===== src/rtl/sparse_match_scheduler.sv =====
// sparse_match_scheduler: emits set bits of IFM&filter lowest-first with prefix-sum offsets into both operand streams.
`ifndef PREFIX_SUM_SIZE
`define PREFIX_SUM_SIZE 8
`endif
module sparse_match_scheduler #(
  parameter int BITMAP_W = `PREFIX_SUM_SIZE,
  parameter int IDX_W    = $clog2(BITMAP_W)
) (
  input  logic                clk_i,
  input  logic                rst_i,
  input  logic                load_valid_i,
  output logic                load_ready_o,
  input  logic [BITMAP_W-1:0] IFM_i,
  input  logic [BITMAP_W-1:0] filter_i,
  input  logic                abort_i,
  output logic                match_valid_o,
  input  logic                match_ready_i,
  output logic [IDX_W-1:0]    match_idx_o,
  output logic [IDX_W-1:0]    match_ifm_ofs_o,
  output logic [IDX_W-1:0]    match_flt_ofs_o,
  output logic                match_last_o,
  output logic                done_o,
  output logic                busy_o
);
  typedef enum logic [1:0] {IDLE, EMIT, DONE} state_t;
  state_t state, state_nx;
  logic [BITMAP_W-1:0] a, f, m, both;
  logic hs, found;
  assign both          = IFM_i & filter_i;
  assign load_ready_o  = state == IDLE;
  assign busy_o        = state != IDLE;
  assign done_o        = state == DONE;
  assign match_valid_o = state == EMIT;
  assign hs            = match_valid_o && match_ready_i;
  assign match_last_o  = |m && ~|(m & (m - 1'b1));
  always_ff @(posedge clk_i or posedge rst_i)
    if (rst_i) state <= IDLE;
    else state <= state_nx;
  always_comb begin
    state_nx = state;
    if (state == IDLE) state_nx = load_valid_i ? (|both ? EMIT : DONE) : IDLE;
    else if (abort_i || state == DONE) state_nx = IDLE;
    else if (hs && match_last_o) state_nx = DONE;
  end
  // m & (m-1) drops the lowest set bit, i.e. the match just consumed
  always_ff @(posedge clk_i or posedge rst_i)
    if (rst_i) begin
      a <= '0;
      f <= '0;
      m <= '0;
    end else if (state == IDLE && load_valid_i) begin
      a <= IFM_i;
      f <= filter_i;
      m <= both;
    end else if (state != IDLE && abort_i) m <= '0;
    else if (hs) m <= m & (m - 1'b1);
  always_comb begin
    match_idx_o     = '0;
    match_ifm_ofs_o = '0;
    match_flt_ofs_o = '0;
    found           = 1'b0;
    for (int i = 0; i < BITMAP_W; i++)
      if (m[i] && !found) begin
        match_idx_o = IDX_W'(i);
        found       = 1'b1;
      end
    for (int i = 0; i < BITMAP_W; i++)
      if (IDX_W'(i) < match_idx_o) begin
        match_ifm_ofs_o = match_ifm_ofs_o + IDX_W'(a[i]);
        match_flt_ofs_o = match_flt_ofs_o + IDX_W'(f[i]);
      end
  end
endmodule

===== config.mk =====
export PLATFORM = sky130hd
export DESIGN_NAME = sparse_match_scheduler
export DESIGN_NICKNAME = d
export VERILOG_FILES = /design/src/rtl/sparse_match_scheduler.sv
export SDC_FILE = /design/constraint.sdc
export NUM_CORES = 1
export LEC_CHECK = 0
export BUFFER_PORTS_ARGS = -buffer_cell sky130_fd_sc_hd__buf_2
export CAP_MARGIN = 20
export CELL_PAD_IN_SITES_DETAIL_PLACEMENT = 0
export CELL_PAD_IN_SITES_GLOBAL_PLACEMENT = 1
export CORE_ASPECT_RATIO = 0.9
export CORE_UTILIZATION = 43
export DETAILED_ROUTE_END_ITERATION = 6
export GPL_TIMING_DRIVEN = 0
export PLACE_DENSITY = 0.89
export SLEW_MARGIN = 40
export SYNTH_ARGS = -nofsm -noshare
export SYNTH_HDL_FRONTEND = slang
export SYNTH_SLANG_ARGS = --single-unit

===== constraint.sdc =====
create_clock -name clk_i -period 6.8 [get_ports clk_i]
set_input_delay 0.68 -clock clk_i [delete_from_list [all_inputs] [get_ports clk_i]]
set_output_delay 0.68 -clock clk_i [all_outputs]
set_load 0.005 [all_outputs]

==> flow_metrics.py <==
metrics = {
    "status": {
        "status": "complete, no violations",
    },
    "placed_design": {
        "post-place-ws_ps": 223.9,
        "gp_congestion": 0.8091,
        "port_buffers": 34,
        "dpl.hpwl_um": 4525,
    },
    "critical_path": {
        "reg2reg_from": "m[0]$_DFFE_PP0P_",
        "end_kind": "primary output",
        "critPathKind": "reg -> out",
        "critPathMaxFanout": 10,
        "worstPathRequired_ps": 6120,
        "cp.arrival_ps": 5800,
        "cp-start-kind": "register",
        "crit_start": "m[5]$_DFFE_PP0P_",
    },
    "final_layout": {
        "fillers": 503,
        "finish.utilization": 0.5232,
        "area_growth_pct": 14.79,
        "drive_gt1_frac": 0.2532,
        "nNetsFinal": 356,
        "n_antenna_cell": 0,
    },
    "synth": {
        "async_flop_share": 1.000,
        "synth_edf_count": 0,
        "synth_top_flop_cell": "dfrtp_1",
        "ys_warn_count": 0,
        "synth-seq-cells": 24,
        "yosys.area.top_type_share": 0.2659,
        "synthesis.nets": 317,
        "synth_commonest_cells": "nand2_1, dfrtp_1, o21ai_0",
        "yosysMostFrequentCell": "nand2_1",
        "ys_types": 59,
        "seq_area_frac_synth": 0.2659,
        "synth_area_leaders": "dfrtp_1, ha_1, nand2_1",
        "avgSynthCellArea_um2": 8.242,
        "synthesis.area_mm2": 0.002258,
        "yosys.area.top_type": "dfrtp_1",
        "syn_inst": 274,
    },
    "route": {
        "wl_per_cell_um": 14.80,
        "drt-total-wl_um": 5579,
        "route.vias.total": 2111,
        "routed_via_density": 5.599,
        "drt-pass1-iter-count": 4,
        "drc": 0,
        "ant_nets": 0,
        "first_iter_violations": 105,
    },
    "sta": {
        "tightest_slew_ps": 575.2,
        "finalHoldViolCount": 0,
        "final.period_utilization": 0.9535,
        "slew_headroom": 0.6155,
        "report.final.slew_viol_count": 0,
        "timing.final.ws_setup_ps": 315.9,
        "setup_viol": 0,
        "fin_skew_ps": 3.230,
        "layout_min_cycle_time_ps": 6484,
        "timing.fmax_mhz": 154.2,
    },
    "floorplanning": {
        "die-area_mm2": 0.005546,
        "design.core.area_mm2": 0.004955,
        "start_util": 0.4558,
        "die_x_um": 78.39,
        "num_io_pins": 35,
        "row_count": 24,
        "die_height_um": 70.75,
    },
    "clock_network": {
        "clockRootBuffer": "clkbuf_8",
        "hold_buffers": 0,
        "cts.path.max_buffers": 2,
        "cts_max_level": 1,
        "clock_sinks": 24,
        "path_clk_slew_ps": 80,
        "cts_buffers": 3,
        "cts_tree": "yes",
        "worstSkewPairLatency_ps": 260,
    },
    "power": {
        "power_density_mw_per_mm2": 625.9,
        "seqPwrFrac": 0.168,
        "intPower_mw": 0.8170,
        "p_leak_nw": 1.268,
        "p_comb_frac": 0.774,
        "vdd_drop_max_mv": 0.2392,
        "switchingPower_mw": 0.8057,
        "pwr-share-clk": 0.058,
        "switching_share": 0.4965,
    },
    "global_route": {
        "grt_pass1_wl_um": 9163,
        "grt_pass1_vias": 1909,
        "grt_usage": 0.2089,
        "grt_max_degree": 25,
        "antenna_found_initial": 0,
        "globalRouteOverflowTotal": 0,
    },
    "min_path": {
        "hold_path.class": "in -> async",
    },
    "flow_run": {
        "max_cap_violations": 0,
    },
}
[worst paths after layout]
path	depth (start not counted)	slack (ps)	end
setup / recovery	24	320	match_ifm_ofs_o[1]
min in group clk_i	2	520	f[2]$_DFFE_PP0P_
max in group asynchronous	2	6020	m[5]$_DFFE_PP0P_
hold / removal	2	430	f[1]$_DFFE_PP0P_
hold reg to reg	2	520	f[2]$_DFFE_PP0P_
setup reg to reg	7	4800	m[5]$_DFFE_PP0P_
[area by class of cell]
| type | instances | area [um2] | share of cell area |
|---|---|---|---|
| multi-input combinational | 226 | 1563 | 0.6028 |
| tap | 65 | 81.33 | 0.03137 |
| timing repair buffer | 35 | 177.7 | 0.06853 |
| inverter | 10 | 40.04 | 0.01544 |
| sequential | 24 | 601.8 | 0.2321 |
| clock buffer | 4 | 55.05 | 0.02124 |
| buffer | 13 | 73.82 | 0.02847 |
[metal layers]
metal	wire length (um)	global-route usage
met1	2806	0.3154
met2	2551	0.3275
met3	207	0.02194
met4	14	0.03086
met5	0	0
[what timing repair did]
action | CTS | global route
resized for setup | 1 | 10
setup buffers | 0 | 1
pin swaps | 0 | 0
setup endpoints to repair | 1 | 5
[flip-flops by register name (all words and copies together) (netlist names)]
signal,count
m,8
a,7
state,2
f,7
[logic make-up (layout without fill, tap and decap cells)]
kind of cell | Yosys count | in the layout | share of synthesized area
compound gates | 68 | 68 | 0.2205
xor+xnor | 6 | 6 | 0.02327
fa+ha+maj | 22 | 22 | 0.1219
buf+inv | 24 | 62 | 0.04931
flops | 24 | 24 | 0.2659
mux | 7 | 7 | 0.03601
simple gates | 123 | 123 | 0.2831
[placed cells by master (no fill, tap or decap), types with 3 or more instances in the layout]
| cell | instances |
|---|---|
| a21oi_1 | 5 |
| ha_1 | 22 |
| o22ai_1 | 3 |
| xnor2_1 | 4 |
| inv_1 | 8 |
| nor3_1 | 3 |
| mux2_2 | 5 |
| clkbuf_1 | 4 |
| o31ai_2 | 3 |
| dfrtp_1 | 23 |
| nor2_1 | 19 |
| buf_2 | 38 |
| nor2b_1 | 4 |
| nand2b_1 | 4 |
| clkbuf_8 | 4 |
| a221o_1 | 4 |
| and2_1 | 8 |
| a22oi_1 | 3 |
| o21ai_0 | 23 |
| nand2_1 | 65 |
| nand3_1 | 3 |
[critical path, stage by stage (launching register included)]
cell and delay [ps]:
dfrtp_2 460, buf_2 250, inv_1 130, a21oi_2 160, o21bai_1 100, a41oi_1 250
and2_1 160, ha_1 230, a31oi_2 220, nor2_1 90, ha_1 310, mux2_2 270
ha_1 270, a22oi_1 200, o31ai_2 150, ha_1 320, mux2_2 270, ha_1 290
a221o_1 320, ha_1 190, ha_1 270, a221o_1 300, o211ai_1 80, o31ai_1 90
buf_2 140
[power groups by stage]
stage | Clock, mW | Combinational (mW) | Sequential [mW]
2_1_floorplan | 0 | 0.942 | 0.241
6_report | 0.0944 | 1.26 | 0.272
3_5_place_dp | 0 | 1.25 | 0.266
5_1_grt | 0.102 | 1.41 | 0.280
4_1_cts | 0.0967 | 1.25 | 0.263
3_3_place_gp | 0 | 1.22 | 0.263
[stage by stage]
| stage | TNS, ps | instances | hold slack, ps | total power [mW] | area [um2] |
|---|---|---|---|---|---|
| 2_1_floorplan | 0 | 274 | 451.1 | 1.183 | 2258 |
| 3_3_place_gp | 0 | 373 | 492.8 | 1.481 | 2510 |
| 3_5_place_dp | 0 | 373 | 501.2 | 1.511 | 2510 |
| 4_1_cts | 0 | 377 | 446.7 | 1.612 | 2566 |
| 5_1_grt | -3.537 | 377 | 479.8 | 1.791 | 2592 |
| 6_report | 0 | 377 | 428.5 | 1.623 | 2592 |
(Power assumes the default switching activity.)
